File: config.mk
export PLATFORM = sky130hd
export DESIGN_NAME = apb_master
export DESIGN_NICKNAME = d
export VERILOG_FILES = /design/src/rtl/apb_master.sv
export SDC_FILE = /design/constraint.sdc
export NUM_CORES = 1
export LEC_CHECK = 0
export CORE_MARGIN = 5
export CORE_UTILIZATION = 39
export CTS_CLUSTER_DIAMETER = 60
export DETAILED_ROUTE_END_ITERATION = 7
export PLACE_DENSITY_LB_ADDON = 0.15
export SYNTH_ARGS = -nofsm -noshare
export SYNTH_HDL_FRONTEND = slang
export SYNTH_SLANG_ARGS = --single-unit
File: constraint.sdc
create_clock -name PCLK -period 3.5 [get_ports PCLK]
set_input_delay 0.7 -clock PCLK [delete_from_list [all_inputs] [get_ports PCLK]]
set_output_delay 0.7 -clock PCLK [all_outputs]
set_load 0.01 [all_outputs]
File: src/rtl/apb_master.sv
// APB initiator: turns single-beat application commands into APB SETUP/ACCESS
// transfers. It handles wait states and slave errors, and aborts on a programmable timeout.
`timescale 1ns/1ps
module apb_master #(
    parameter int DATA_WD = 32,
    parameter int ADDR_WD = 16,
    parameter int TIMEOUT = 256
) (
    input  logic                 PCLK,
    input  logic                 PRESET,
    input  logic                 CMD_VALID,
    output logic                 CMD_READY,
    input  logic                 CMD_WRITE,
    input  logic [ADDR_WD-1:0]   CMD_ADDR,
    input  logic [DATA_WD-1:0]   CMD_WDATA,
    input  logic [DATA_WD/8-1:0] CMD_STRB,
    output logic                 RSP_VALID,
    output logic [DATA_WD-1:0]   RSP_RDATA,
    output logic [1:0]           RSP_ERR,
    output logic                 RSP_TIMEOUT,
    output logic                 PSEL,
    output logic                 PENABLE,
    output logic                 PWRITE,
    output logic [ADDR_WD-1:0]   PADDR,
    output logic [DATA_WD-1:0]   PWDATA,
    output logic [DATA_WD/8-1:0] PSTRB,
    input  logic                 PREADY,
    input  logic [DATA_WD-1:0]   PRDATA,
    input  logic [1:0]           PSLVERR
);
    localparam int STRB_WD = DATA_WD / 8;
    // A timeout beyond the reach of the saturating 16-bit counter can never fire
    localparam bit          TO_EN   = (TIMEOUT > 0) && (TIMEOUT <= 65536);
    localparam logic [15:0] TO_LAST = TO_EN ? 16'(TIMEOUT - 1) : 16'hFFFF;

    typedef enum logic [1:0] {
        IDLE   = 2'd0,
        SETUP  = 2'd1,
        ACCESS = 2'd2
    } state_t;

    state_t               state_r, state_next_s;
    logic [15:0]          wait_cnt_r, wait_cnt_next_s;
    logic                 accept_s, done_s, abort_s;
    logic                 cmd_ready_r, rsp_valid_r, rsp_timeout_r;
    logic [DATA_WD-1:0]   rsp_rdata_r, pwdata_r;
    logic [1:0]           rsp_err_r;
    logic                 psel_r, penable_r, pwrite_r;
    logic [ADDR_WD-1:0]   paddr_r;
    logic [STRB_WD-1:0]   pstrb_r;

    // Next-state, wait counter and transfer-termination decode
    always_comb begin
        state_next_s    = state_r;
        wait_cnt_next_s = wait_cnt_r;
        accept_s        = 1'b0;
        done_s          = 1'b0;
        abort_s         = 1'b0;
        case (state_r)
            IDLE: begin
                if (CMD_VALID) begin
                    accept_s        = 1'b1;
                    state_next_s    = SETUP;
                    wait_cnt_next_s = 16'd0;
                end else begin
                    state_next_s = IDLE;
                end
            end
            SETUP: begin
                state_next_s = ACCESS;
            end
            ACCESS: begin
                if (PREADY) begin
                    done_s       = 1'b1;
                    state_next_s = IDLE;
                end else if (TO_EN && (wait_cnt_r == TO_LAST)) begin
                    abort_s      = 1'b1;
                    state_next_s = IDLE;
                end else if (wait_cnt_r != 16'hFFFF) begin
                    wait_cnt_next_s = wait_cnt_r + 16'd1;
                end else begin
                    wait_cnt_next_s = wait_cnt_r;
                end
            end
            default: begin
                state_next_s = IDLE;
            end
        endcase
    end

    // State, counter and bus control flops; control is derived from the next state
    always_ff @(posedge PCLK or posedge PRESET) begin
        if (PRESET) begin
            state_r     <= IDLE;
            wait_cnt_r  <= 16'd0;
            cmd_ready_r <= 1'b1;
            psel_r      <= 1'b0;
            penable_r   <= 1'b0;
            rsp_valid_r <= 1'b0;
        end else begin
            state_r     <= state_next_s;
            wait_cnt_r  <= wait_cnt_next_s;
            cmd_ready_r <= (state_next_s == IDLE);
            psel_r      <= (state_next_s != IDLE);
            penable_r   <= (state_next_s == ACCESS);
            rsp_valid_r <= done_s | abort_s;
        end
    end

    // Payload capture on accept and response capture on completion or abort
    always_ff @(posedge PCLK or posedge PRESET) begin
        if (PRESET) begin
            paddr_r       <= {ADDR_WD{1'b0}};
            pwrite_r      <= 1'b0;
            pwdata_r      <= {DATA_WD{1'b0}};
            pstrb_r       <= {STRB_WD{1'b0}};
            rsp_rdata_r   <= {DATA_WD{1'b0}};
            rsp_err_r     <= 2'b00;
            rsp_timeout_r <= 1'b0;
        end else begin
            if (accept_s) begin
                paddr_r  <= CMD_ADDR;
                pwrite_r <= CMD_WRITE;
                pwdata_r <= CMD_WDATA;
                pstrb_r  <= CMD_WRITE ? CMD_STRB : {STRB_WD{1'b0}};
            end
            if (done_s) begin
                rsp_rdata_r   <= pwrite_r ? {DATA_WD{1'b0}} : PRDATA;
                rsp_err_r     <= PSLVERR;
                rsp_timeout_r <= 1'b0;
            end else if (abort_s) begin
                rsp_rdata_r   <= {DATA_WD{1'b0}};
                rsp_err_r     <= 2'b00;
                rsp_timeout_r <= 1'b1;
            end
        end
    end

    assign CMD_READY   = cmd_ready_r;
    assign RSP_VALID   = rsp_valid_r;
    assign RSP_RDATA   = rsp_rdata_r;
    assign RSP_ERR     = rsp_err_r;
    assign RSP_TIMEOUT = rsp_timeout_r;
    assign PSEL        = psel_r;
    assign PENABLE     = penable_r;
    assign PWRITE      = pwrite_r;
    assign PADDR       = paddr_r;
    assign PWDATA      = pwdata_r;
    assign PSTRB       = pstrb_r;
endmodule

==> impl_metrics.yaml <==
status:
  status: "finished, final reports clean"
synth:
  ys_seq_elements: 110
  syn-instance-count: 332
  synthesis.area_mm2: 0.00445
  synth-adder-area-share_pct: 0.281
  yosysMostFrequentCell: "dfrtp_1"
  synth_compound_area_share_pct: 13.8
  synth_top_family_by_area: "compound AO/OA/AOI/OAI gates"
  syn-num-nets: 424
  async_flop_share_pct: 100
  synthFlopType: "dfrtp_1"
  synthTopCellsByArea: "dfrtp_1 61%, mux2_2 13%, a22o_1 6.7%"
  synth_common_cells: "109 x dfrtp_1, 51 x mux2_2, 34 x a22o_1"
  ys_warn_count: 0
  muxShareOfSynthArea_pct: 12.9
  yosysTopAreaCell: "dfrtp_1"
  synth_edf_count: 0
  ys_seq_area_share_pct: 61.9
  synthSimpleGateAreaFrac_pct: 8.21
  synth_top_area_share_pct: 61.3
  syn_avg_cell_area_um2: 13.4
  synthXorXnorAreaFrac_pct: 0
  ys_types: 41
pwr:
  power_frac_seq_pct: 38.9
  p_comb_share_pct: 43.5
  p_leak_nw: 2.76
  p_sw_share_pct: 31.0
  switchingPower_mw: 1.65
  power_frac_clock_pct: 17.6
  ir_drop_mv: 0.448
  finalPower_mw: 5.33
  internal_power_mw: 3.67
  power_density_mw_per_mm2: 796
worst_setup_path:
  arrival_ns: 2.58
  slowest_delay_ns: 0.68
  critPathMostFrequentCell: "o21ai_0"
  ff2ff_path_depth: 6
  crit_fanout: 12
  worstPathRequired_ns: 3.71
  worstSetupPathDepth: 6
  cp-end-kind: "flip-flop"
  cp_top_family: "simple AND/OR/NAND/NOR gates"
  path_cells: "clkdlybuf4s50_1 -> nand3b_1 -> nor4_1 -> a31oi_1 -> o21ai_0 -> o21ai_0"
  crit_slowest_cell: "clkdlybuf4s50_1"
  r2r_slack_ns: 1.23
  cp_num_buf_inv: 1
  path_class: "in -> reg"
  critPathLaunchType: "input port"
floorplanning:
  dieHeight_um: 117
  dieArea_mm2: 0.0136
  start_util_pct: 39.3
  die_x_um: 117
  ios: 183
  core.rowCount: 39
  core-area_mm2: 0.0113
cells_and_area:
  area_delta_synth_final_pct: 50.4
  antenna_cells: 0
  drive_gt1_share_pct: 16.0
  multi_input_area_mm2: 0.00158
  nets: 606
  fillers: 963
  ff_latch_area_mm2: 0.00275
clock_network:
  cts_tree: "done"
  cts_resized: 0
  holdBufCountCts: 0
  cts_setup_buffers: 0
  clock_tree.buffer_depth: 2
  cts.clk_slew.worst_paths_ns: 0.07
  htreeDepth: 3
  cts.sinks: 110
  numCtsBuffers: 9
  cts-root-buf: "clkbuf_16"
  clkLatencyLatePin_ns: 0.35
sta:
  setup_violations: 0
  tightest_slew_ns: 0.737
  whs_ns: 0.497
  finalCriticalPeriod_ns: 2.37
  setup-tns-final_ns: 0
  slew_violations: 0
  skew_ns: 0.00972
  max_freq_mhz: 422
  hold_viol: 0
  grt_setup_unrepaired: "false"
  relSlewSlack_pct: 50.7
  finalCritPeriodShare_pct: 67.7
placed_design:
  io_buffers: 182
  routabilityCongestion: 0.886
  post-dp-hpwl_mm: 8.76
hold_path:
  hold_path_depth: 1
  min_path_type: "reg -> reg"
routing:
  via_per_inst: 5.26
  vias: 3480
  wl_mm: 12.0
  drc: 0
  wl_per_cell_um: 18.1
  drtAntennaViolNets: 0
  drtIter0Drc: 150
  drtPass1Iterations: 4
grt:
  track_usage_pct: 17.6
  grt_pass1_wl_mm: 18.4
  grt_pass1_vias: 3529
  grt_max_degree: 59
  grt_overflow: 0
  grt_antenna_before_repair: 0
run:
  cap_violations: 0
[flip-flops by register name, indices dropped and copies added (netlist names)]
signal and flops:
PSTRB 4, RSP_TIMEOUT 1, CMD_READY 1, RSP_ERR 2
RSP_VALID 1, PADDR 16, PWDATA 32, PSEL 1
RSP_RDATA 32, PENABLE 1, PWRITE 1, state_r 2
wait_cnt_r 16
[power groups by stage]
stage | clock, mW | combinational [mW] | sequential, mW
floorplan | 0 | 0.806 | 2.30
global placement | 0 | 2.32 | 2.07
detailed placement | 0 | 2.35 | 2.10
CTS | 0.979 | 2.36 | 2.08
global route | 1.02 | 2.49 | 2.15
finish | 0.937 | 2.32 | 2.08
[per-layer routing]
metal	routed length, µm	GRT usage, %
met1	4530	21.0
met2	5630	26.7
met3	1470	8.69
met4	370	8.03
met5	0	0
[stage by stage]
stage               cells  utilization, %  instance area (µm²)  worst slack [ns]
CTS                   662            59.1                 6690              1.18
global route          662            59.1                 6690             0.962
finish                662            59.1                 6690              1.13
floorplan             332               -                 4450              1.47
detailed placement    646            56.8                 6420             0.850
global placement      646            56.8                 6420             0.874
[cell usage in the layout (no fill, tap or decap), types with 3 or more instances in the layout]
master,count
nand4_1,6
nor3_1,3
nand3_1,10
o21ai_0,22
dfrtp_1,109
and3_1,3
mux2_2,51
a31oi_1,7
buf_4,5
a21oi_1,6
nand2b_1,4
nand2_1,5
clkinvlp_4,3
clkdlybuf4s50_1,182
clkbuf_16,9
inv_1,8
a22o_1,34
nor2_1,14
[final timing paths]
path | end | from
worst max-delay path | wait_cnt_r[14]$_DFFE_PP0P_ | PREADY
worst min-delay path | RSP_ERR[0]$_DFFE_PP0P_ | RSP_ERR[0]$_DFFE_PP0P_
worst max register to register | wait_cnt_r[13]$_DFFE_PP0P_ | wait_cnt_r[0]$_DFFE_PP0P_
worst min register to register | RSP_ERR[0]$_DFFE_PP0P_ | RSP_ERR[0]$_DFFE_PP0P_
max in group asynchronous | RSP_RDATA[24]$_DFFE_PP0P_ | PRESET
min in group asynchronous | RSP_RDATA[20]$_DFFE_PP0P_ | PRESET
[cell families after synthesis]
group	Yosys count
multiplexers	51
flip-flops	110
AND/OR/NAND/NOR	61
AO/OA/AOI/OAI	83
adder cells (fa/ha/maj)	1
buffers and inverters	26
[worst register-to-register path, delay by kind of cell, from the launching register on]
kind,cells,cell delay [ns]
fa+ha+maj,1,0.28
simple gates,3,0.63
compound gates,2,0.83
flops,1,0.42
[layout make-up]
type	count	area share, %
Clock buffer	11	3.48
Sequential cell	110	41.1
Inverter	9	0.561
Tap cell	143	2.67
Clock inverter	5	0.542
Timing Repair Buffer	188	28.1
Multi-Input combinational cell	196	23.5
No activity file was read; power rests on OpenSTA's default activity.
